[src/rtl/id_control_pipeline.sv]
// ID-stage control unit: decodes IF/ID, registers ID/EX control, detects load-use hazards.
// Optional macro ILLEGAL_INSN_EN flags illegal encodings on ex_illegal (tied to 0 otherwise).
module id_control_pipeline #(
    parameter int XLEN = 32
) (
    input  logic            clk,
    input  logic            rst_n,
    input  logic            id_valid,
    input  logic [XLEN-1:0] id_instr,
    input  logic            flush,
    output logic            stall,
    output logic            ex_valid,
    output logic [1:0]      ex_alu_op,
    output logic [3:0]      ex_funct,
    output logic            ex_alu_src,
    output logic            ex_mem_read,
    output logic            ex_mem_write,
    output logic            ex_reg_write,
    output logic            ex_mem_to_reg,
    output logic            ex_branch,
    output logic [4:0]      ex_rs1,
    output logic [4:0]      ex_rs2,
    output logic [4:0]      ex_rd,
    output logic            ex_illegal
);

    logic [6:0] opcode;
    logic [2:0] f3;
    logic [6:0] f7;
    logic [4:0] rs1, rs2, rd;

    assign opcode = id_instr[6:0];
    assign rd     = id_instr[11:7];
    assign f3     = id_instr[14:12];
    assign rs1    = id_instr[19:15];
    assign rs2    = id_instr[24:20];
    assign f7     = id_instr[31:25];

    logic is_r, is_i, is_lw, is_sw, is_beq;
    logic legal, rs1_used, rs2_used;

    always_comb begin
        is_r   = 1'b0;
        is_i   = 1'b0;
        is_lw  = 1'b0;
        is_sw  = 1'b0;
        is_beq = 1'b0;
        case (opcode)
            7'b0110011: is_r = ((f7 == 7'b0000000) &&
                                (f3 == 3'b000 || f3 == 3'b111 || f3 == 3'b110 || f3 == 3'b101)) ||
                               ((f7 == 7'b0100000) && (f3 == 3'b000));
            7'b0010011: is_i   = (f3 == 3'b000) || (f3 == 3'b110);
            7'b0000011: is_lw  = (f3 == 3'b010);
            7'b0100011: is_sw  = (f3 == 3'b010);
            7'b1100011: is_beq = (f3 == 3'b000);
            default: ;
        endcase
    end

    assign legal    = is_r | is_i | is_lw | is_sw | is_beq;
    assign rs1_used = legal;
    assign rs2_used = is_r | is_sw | is_beq;

    logic hazard;
    assign hazard = ex_valid & ex_mem_read & (ex_rd != 5'd0) & id_valid &
                    ((rs1_used & (ex_rd == rs1)) | (rs2_used & (ex_rd == rs2)));
    // A flushed instruction is discarded anyway, so it never needs to wait.
    assign stall = hazard & ~flush;

    logic load_bubble;
    logic illegal_flag;
    assign load_bubble = ~id_valid | ~legal | flush | stall;

`ifdef ILLEGAL_INSN_EN
    assign illegal_flag = id_valid & ~legal & ~flush & ~stall;
`else
    assign illegal_flag = 1'b0;
`endif

    always_ff @(posedge clk) begin
        if (!rst_n || load_bubble) begin
            ex_valid      <= 1'b0;
            ex_alu_op     <= 2'b00;
            ex_funct      <= '0;
            ex_alu_src    <= 1'b0;
            ex_mem_read   <= 1'b0;
            ex_mem_write  <= 1'b0;
            ex_reg_write  <= 1'b0;
            ex_mem_to_reg <= 1'b0;
            ex_branch     <= 1'b0;
            ex_rs1        <= '0;
            ex_rs2        <= '0;
            ex_rd         <= '0;
            ex_illegal    <= rst_n & illegal_flag;
        end else begin
            ex_valid      <= 1'b1;
            ex_alu_op     <= is_r ? 2'b10 : is_i ? 2'b11 : is_beq ? 2'b01 : 2'b00;
            ex_funct      <= {is_i ? 1'b0 : id_instr[30], f3};
            ex_alu_src    <= is_i | is_lw | is_sw;
            ex_mem_read   <= is_lw;
            ex_mem_write  <= is_sw;
            ex_reg_write  <= is_r | is_i | is_lw;
            ex_mem_to_reg <= is_lw;
            ex_branch     <= is_beq;
            ex_rs1        <= rs1;
            ex_rs2        <= rs2;
            ex_rd         <= (is_sw | is_beq) ? 5'd0 : rd;
            ex_illegal    <= 1'b0;
        end
    end

endmodule
[config.mk]
export PLATFORM = sky130hd
export DESIGN_NAME = id_control_pipeline
export DESIGN_NICKNAME = d
export VERILOG_FILES = /design/src/rtl/id_control_pipeline.sv
export SDC_FILE = /design/constraint.sdc
export NUM_CORES = 1
export LEC_CHECK = 0
export BUFFER_PORTS_ARGS = -buffer_cell sky130_fd_sc_hd__buf_2
export CORE_MARGIN = 2
export CORE_UTILIZATION = 39
export CTS_CLUSTER_SIZE = 14
export DETAILED_ROUTE_END_ITERATION = 16
export GPL_TIMING_DRIVEN = 0
export PLACE_DENSITY = 0.7
export SLEW_MARGIN = 20
export SYNTH_ARGS = -nofsm -noshare
export SYNTH_HDL_FRONTEND = slang
export SYNTH_SLANG_ARGS = --single-unit
[constraint.sdc]
create_clock -name clk -period 1.69 [get_ports clk]
set_input_delay 0.0845 -clock clk [delete_from_list [all_inputs] [get_ports clk]]
set_output_delay 0.0845 -clock clk [all_outputs]
set_load 0.02 [all_outputs]
==> metrics, run 1 <==
Least-Margin Pin Slew between 0.7 and 0.8 ns; top cells by area, synth dfxtp_1 (44%), nor3b_1 (7.9%), xor2_1 (5.7%); kind of critical path register to primary output; min setup slack post-route -0.387 ns; drt pass-1 iters 4; first-pass GRT wire length ~5500 um; Core Box Area between 3000 and 4000 sq um; Tcrit/Tclk final 123%; diode count 0; post-route minimum period roughly 2.1 ns; largest registers ex_rd (5), ex_rs1 (5), ex_rs2 (5); layout cells sized above 1 between 50 and 60%; vias post-DR 1294; cell leakage power between 0.8 and 0.9 nW; syn nets 160; H-tree levels 1; Final Cell Area 1950 sq um; CP max FO 3; max-cap violations 0; Max clock buf depth 2; root buffer cell clkbuf_4; DRC Markers 0; placed instance area 1620 sq um; post-synthesis compound-gate area fraction 8.33%; Req. time, crit path about 1.6 ns; crit path DAT ~2.0 ns; post-synthesis xor/xnor area fraction roughly 8%; total congestion overflow 0; sequential area share after synthesis roughly 44%; Worst-path clk slew 0.14 ns; Total Die Area between 3000 and 4000 sq um; failing checks negative setup slack; final-report hold violation count 0; Yosys reg bits 27; mux cell area share after synthesis less than 1%; number of global-route vias before repair 1277; Mapped Cells approximately 120; CTS tree done; predominant post-synthesis flop cell dfxtp_1; initial antenna violation count 0; Final Max Slew Viols 0; Synth area leader dfxtp_1; clock tree sinks 27; area share of the largest cell type after synthesis between 40 and 50%; critical path endpoint category primary output; largest net degree at the start of global routing 15; multi-input logic area 845 sq um; Port Buf Inserts 63; cts bufs inserted 3; ys async rst share 0%; hold crit path type input pin to register; status finished, violations left; via density per instance ~5.3; Skew-Pair Late Insertion Delay about 0.33 ns; DIE WIDTH 60.2 um; mapped cell area about 1200 sq um; Total Routing Usage GR 20.7%; Synthesis Warnings 0; fmax ~480 MHz; Synth Area in Adders 0%; FP Rows 20; RD Place Congestion ~0.87; register area ~550 sq um; Mean Syn Cell Area 9.93 sq um; power after layout 0.00104 W; Worst IR Drop VDD ~0.24 mV; Power Dens Cells around 530 nW/um^2; EDFF count, synth 0; ANT nets after route 0; io pins 66; RSZ-0062 raised after global routing yes; Yosys cell types 38; drt wl/cell 14.7 um; Worst Skew ~0.011 ns; nets@finish between 200 and 250; area delta synth->final 58.3%; largest family of logic cells by synthesized area simple AND/OR/NAND/NOR gates; Die Ht 60.2 um; CP Launch Type register; Detailed Route Iter0 Violations 36; filler cell count ~240; Final setup viols 28; simple-gate portion of the synthesized area about a third; initial core utilization about two fifths; post-DP HPWL between 2000 and 2500 um; worst rel slew slack about half; final wirelength between 3000 and 4000 um
area by class of cell:
cell class	instances	area share [%]
Sequential cell	27	28.0
Timing Repair Buffer	72	21.1
Buffer	7	3.27
Inverter	1	0.193
Multi-Input combinational cell	90	43.3
Clock buffer	4	1.35
Tap cell	44	2.82
power by group:
group	internal, W	leakage [nW]	switching, W
logic	0.0000638	0.615	0.0000626
clock network	0.0000927	0.0150	0.000183
registers	0.000635	0.219	0.0000000623
critical path: stages, from the launching register on:
cell	delay (ns)
dfxtp_2	0.35
or3_4	0.39
o311a_4	0.35
and4_1	0.16
o2111a_1	0.26
buf_6	0.14
routing by layer:
layer / up-vias / wire, um / track usage (%)
li1: 605 / - / -
met1: 619 / 1510 / 23.5
met2: 59 / 1780 / 37.1
met4: 0 / 129 / 12.1
met5: - / 0 / 0
met3: 11 / 192 / 1.73
synthesized netlist by cell type (2+ instances only):
| master | instances |
|---|---|
| dfxtp_1 | 27 |
| nor3b_1 | 13 |
| nor3_1 | 10 |
| xor2_1 | 8 |
| nand2_1 | 6 |
| nor2_1 | 5 |
| buf_6 | 4 |
| nor2b_1 | 4 |
| nor4b_1 | 4 |
| nand2b_1 | 3 |
| nand3_1 | 3 |
| o21ai_0 | 3 |
| xnor2_1 | 3 |
| a21oi_1 | 2 |
| and4_1 | 2 |
| buf_4 | 2 |
| nand4_1 | 2 |
| nor4_1 | 2 |
| or3_1 | 2 |
layout by cell type, fill, tap and decap left out, types with 2 or more instances in the layout:
cell type	n
nor3b_2	13
and4_1	2
buf_6	10
nor3_2	7
nor4b_2	2
o21ai_0	3
nor3_1	2
nand2_1	5
a21oi_1	2
nor2_1	5
dfxtp_1	25
clkbuf_4	3
nor4_2	2
o21ai_4	2
clkbuf_1	2
nand4_1	2
xnor2_1	3
nand3_1	3
nor4b_4	2
nor3_4	2
buf_2	62
buf_4	5
xor2_1	8
nor2b_1	4
nand2b_1	3
through the flow:
step	worst slack, ns	instances	setup TNS [ns]	hold slack, ns	util (%)
global placement	-0.292	231	-4.86	0.329	53.5
detailed placement	-0.368	231	-7.00	0.326	53.5
floorplan	-0.0798	124	-0.752	0.203	-
CTS	-0.388	244	-5.35	0.00910	62.7
finish	-0.387	245	-6.07	0.00805	64.4
global route	-0.405	245	-7.24	0.00779	64.4
repair_timing:
| item | 4_1_cts | 5_1_grt |
|---|---|---|
| cloned | 3 | 0 |
| buffers inserted | 5 | 1 |
| hold buffers | 1 | 0 |
| setup endpoints to repair | 28 | 28 |
| pin swaps | 8 | 3 |
| hold endpoints to repair | 1 | 0 |
| resized for setup | 37 | 7 |
cell families after synthesis:
kind of cell | count (synthesis)
AOI/OAI and AO/OA | 13
xor gates and xnor gates | 11
buffers and inverters | 8
DFF | 27
muxes | 1
other | 1
and+or+nand+nor | 63
final timing paths:
check	startpoint	endpoint	slack, ns	cells past startpoint
worst max-delay path	ex_rd[1]	stall	-0.39	5
worst min-delay path	id_instr[15]	ex_rs1[0]	0.008	2
worst max register to register	ex_rd[1]	ex_alu_src	-0.33	5
worst min register to register	ex_valid	ex_alu_op[1]	0.94	4
(Power assumes the default switching activity.)
==> run 2: changes to the inputs <==
SETUP_SLACK_MARGIN = 0.05   (was default)
==> run 2 against run 1 <==
The flow still finishes with violations (negative setup slack). Via count is 3.2% lower. Cell area fell by 1.4%. Cell count decreased by 0.82%. Sequential power about the same. Critical path type unchanged. Critical endpoint unchanged. Largest cell class unchanged. Highest routed layer unchanged.
==> metrics, run 2 (synthesized netlist as in run 1, its figures left out) <==
drt pass-1 iters 4 (unchanged); CP max FO 3 (unchanged); Worst Skew 0.00459 ns (-0.00608 ns); Final Cell Area 1920 sq um (-1.4%); failing checks negative setup slack; drt wl/cell 14.1 um (-4.5%); Setup TNS -4.89 ns (+1.18 ns); placed instance area 1620 sq um (about the same); root buffer cell clkbuf_4; utilization after layout 63.5% (-0.91 points); first-pass GRT wire length 5200 um (-5.6%); critical path endpoint category primary output; total congestion overflow 0 (unchanged); CTS Hold Bufs 0 (-1); RSZ-0062 raised after global routing yes; io pins 66 (unchanged); largest registers ex_rd (5), ex_rs1 (5), ex_rs2 (5); ANT nets after route 0 (unchanged); DIE WIDTH 60.2 um (unchanged); Tcrit/Tclk final 120% (-2.9 points); Detailed Route Iter0 Violations 27 (-25%); via density per instance 5.15 (-2.4%); NetSw 0.000236 W (-3.7%); Critical Path Start ex_rd[0]; worst hold start id_instr[30]; sw frac 23.1% (-0.59 points); Power Dens Cells 533 nW/um^2 (+0.15%); Req. time, crit path 1.61 ns (about the same); fmax 493 MHz (+2.4%); post-DP HPWL 2450 um (+2.5%); post-route minimum period 2.03 ns (-0.0487 ns); Total Routing Usage GR 19.2% (-1.5 points); RD Place Congestion 0.885 (+1.4%); H-tree levels 1 (unchanged); cts bufs inserted 3 (unchanged); Worst IR Drop VDD 0.234 mV (-0.42%); diode count 0 (unchanged); largest net degree at the start of global routing 15 (unchanged); area delta synth->final 56.1%; Final setup viols 28 (unchanged); Least-Margin Pin Slew 0.578 ns (-0.150 ns); sequential power share 62.0% (+0.8 points); Post-Layout Cell Count 243 (-0.82%); CP Launch Type register; DRC Markers 0 (unchanged); layout cells sized above 1 60.3% (+0.60 points); crit path DAT 1.94 ns (-0.05 ns); Core Box Area 3030 sq um (unchanged); worst rel slew slack 60.9% (+9.7 points); vias post-DR 1252 (-3.2%); clock share of power 26.4% (-0.2 points); number of global-route vias before repair 1197 (-6.3%); CTS tree done; Total Die Area 3620 sq um (unchanged); clock tree sinks 27 (unchanged); max-cap violations 0 (unchanged); commonest non-fill, non-tap cell in the layout buf_2; Hold Worst Slack 0.000940 ns (-0.00711 ns); cell leakage power 0.836 nW (-1.6%); nets@finish 236 (-0.84%); final wirelength 3420 um (-5.3%); initial core utilization 40.7% (unchanged); RR Startpoint ex_rd[0]; Final Max Slew Viols 0 (unchanged); Logic pwr share 11.6% (-0.6 points); FP Rows 20 (unchanged); min setup slack post-route -0.338 ns (+0.0487 ns); most frequent cells in the layout buf_2 (62), dfxtp_1 (25), nor3b_2 (12); Max clock buf depth 2 (unchanged); hold crit path type input pin to register; kind of critical path register to primary output; Port Buf Inserts 63 (unchanged); placed cells 231 (unchanged); Worst-path clk slew 0.13 ns (about the same); cell internal pwr 0.000787 W (-0.51%); Skew-Pair Late Insertion Delay 0.33 ns (about the same); initial antenna violation count 0 (unchanged); Die Ht 60.2 um (unchanged); status finished, violations left; final-report hold violation count 0 (unchanged)
run 2: changes by cell type in the layout (fill, tap and decap cells not counted), moves of 2 or more:
cell | before | now
buf_12 | 0 | 3
buf_6 | 10 | 5
nor2_1 | 5 | 3
nor4b_2 | 2 | 4
nor4b_4 | 2 | 0
run 2: area by class of cell:
| type | instances | area [sq um] |
|---|---|---|
| Tap cell | 44 | 55.1 |
| Clock buffer | 4 | 26.3 |
| Sequential cell | 27 | 546 |
| Inverter | 1 | 3.75 |
| Timing Repair Buffer | 70 | 394 |
| Fill cell | 249 | 1110 |
| Buffer | 7 | 81.3 |
| Multi-Input combinational cell | 90 | 816 |
run 2: final timing paths:
kind / end / slack [ns] / cells after the start
min: ex_funct[3] / 0.0009 / 3
min reg2reg: ex_alu_op[1] / 0.96 / 4
max reg2reg: ex_alu_src / -0.25 / 5
max: stall / -0.34 / 5
run 2: per-stage QoR:
stage	power [W]	setup WS [ns]
floorplan	0.000701	-0.0795
global placement	0.000757	-0.300
detailed placement	0.000761	-0.379
CTS	0.00102	-0.403
global route	0.00107	-0.381
finish	0.00102	-0.338
run 2: power by group through the flow:
stage	clock network, W	registers, W	logic [W]
2_1_floorplan	0	0.000651	0.0000497
3_3_place_gp	0	0.000651	0.000106
3_5_place_dp	0	0.000651	0.000110
4_1_cts	0.000273	0.000635	0.000116
5_1_grt	0.000302	0.000636	0.000129
6_report	0.000270	0.000635	0.000118
run 2: what timing repair did:
item | CTS | global route
gates cloned | 3 | 0
gates resized for setup | 31 | 16
endpoints found under the setup margin | 28 | 28
buffers inserted | 4 | 1
pin swaps | 9 | 2
run 2: critical path: stages, from the launching register on:
cell and delay, ns:
dfxtp_4 0.37, or3_4 0.36, o311a_4 0.34, and4_1 0.16, o2111a_2 0.25, buf_6 0.13
run 2: metal layers:
layer | GRT usage, % | vias up | share of wire [%]
met5 | 0 | - | 0
met4 | 9.52 | 0 | 2.2
met3 | 1.95 | 7 | 6.6
met2 | 34.2 | 54 | 50
met1 | 22.5 | 587 | 41
li1 | - | 604 | -
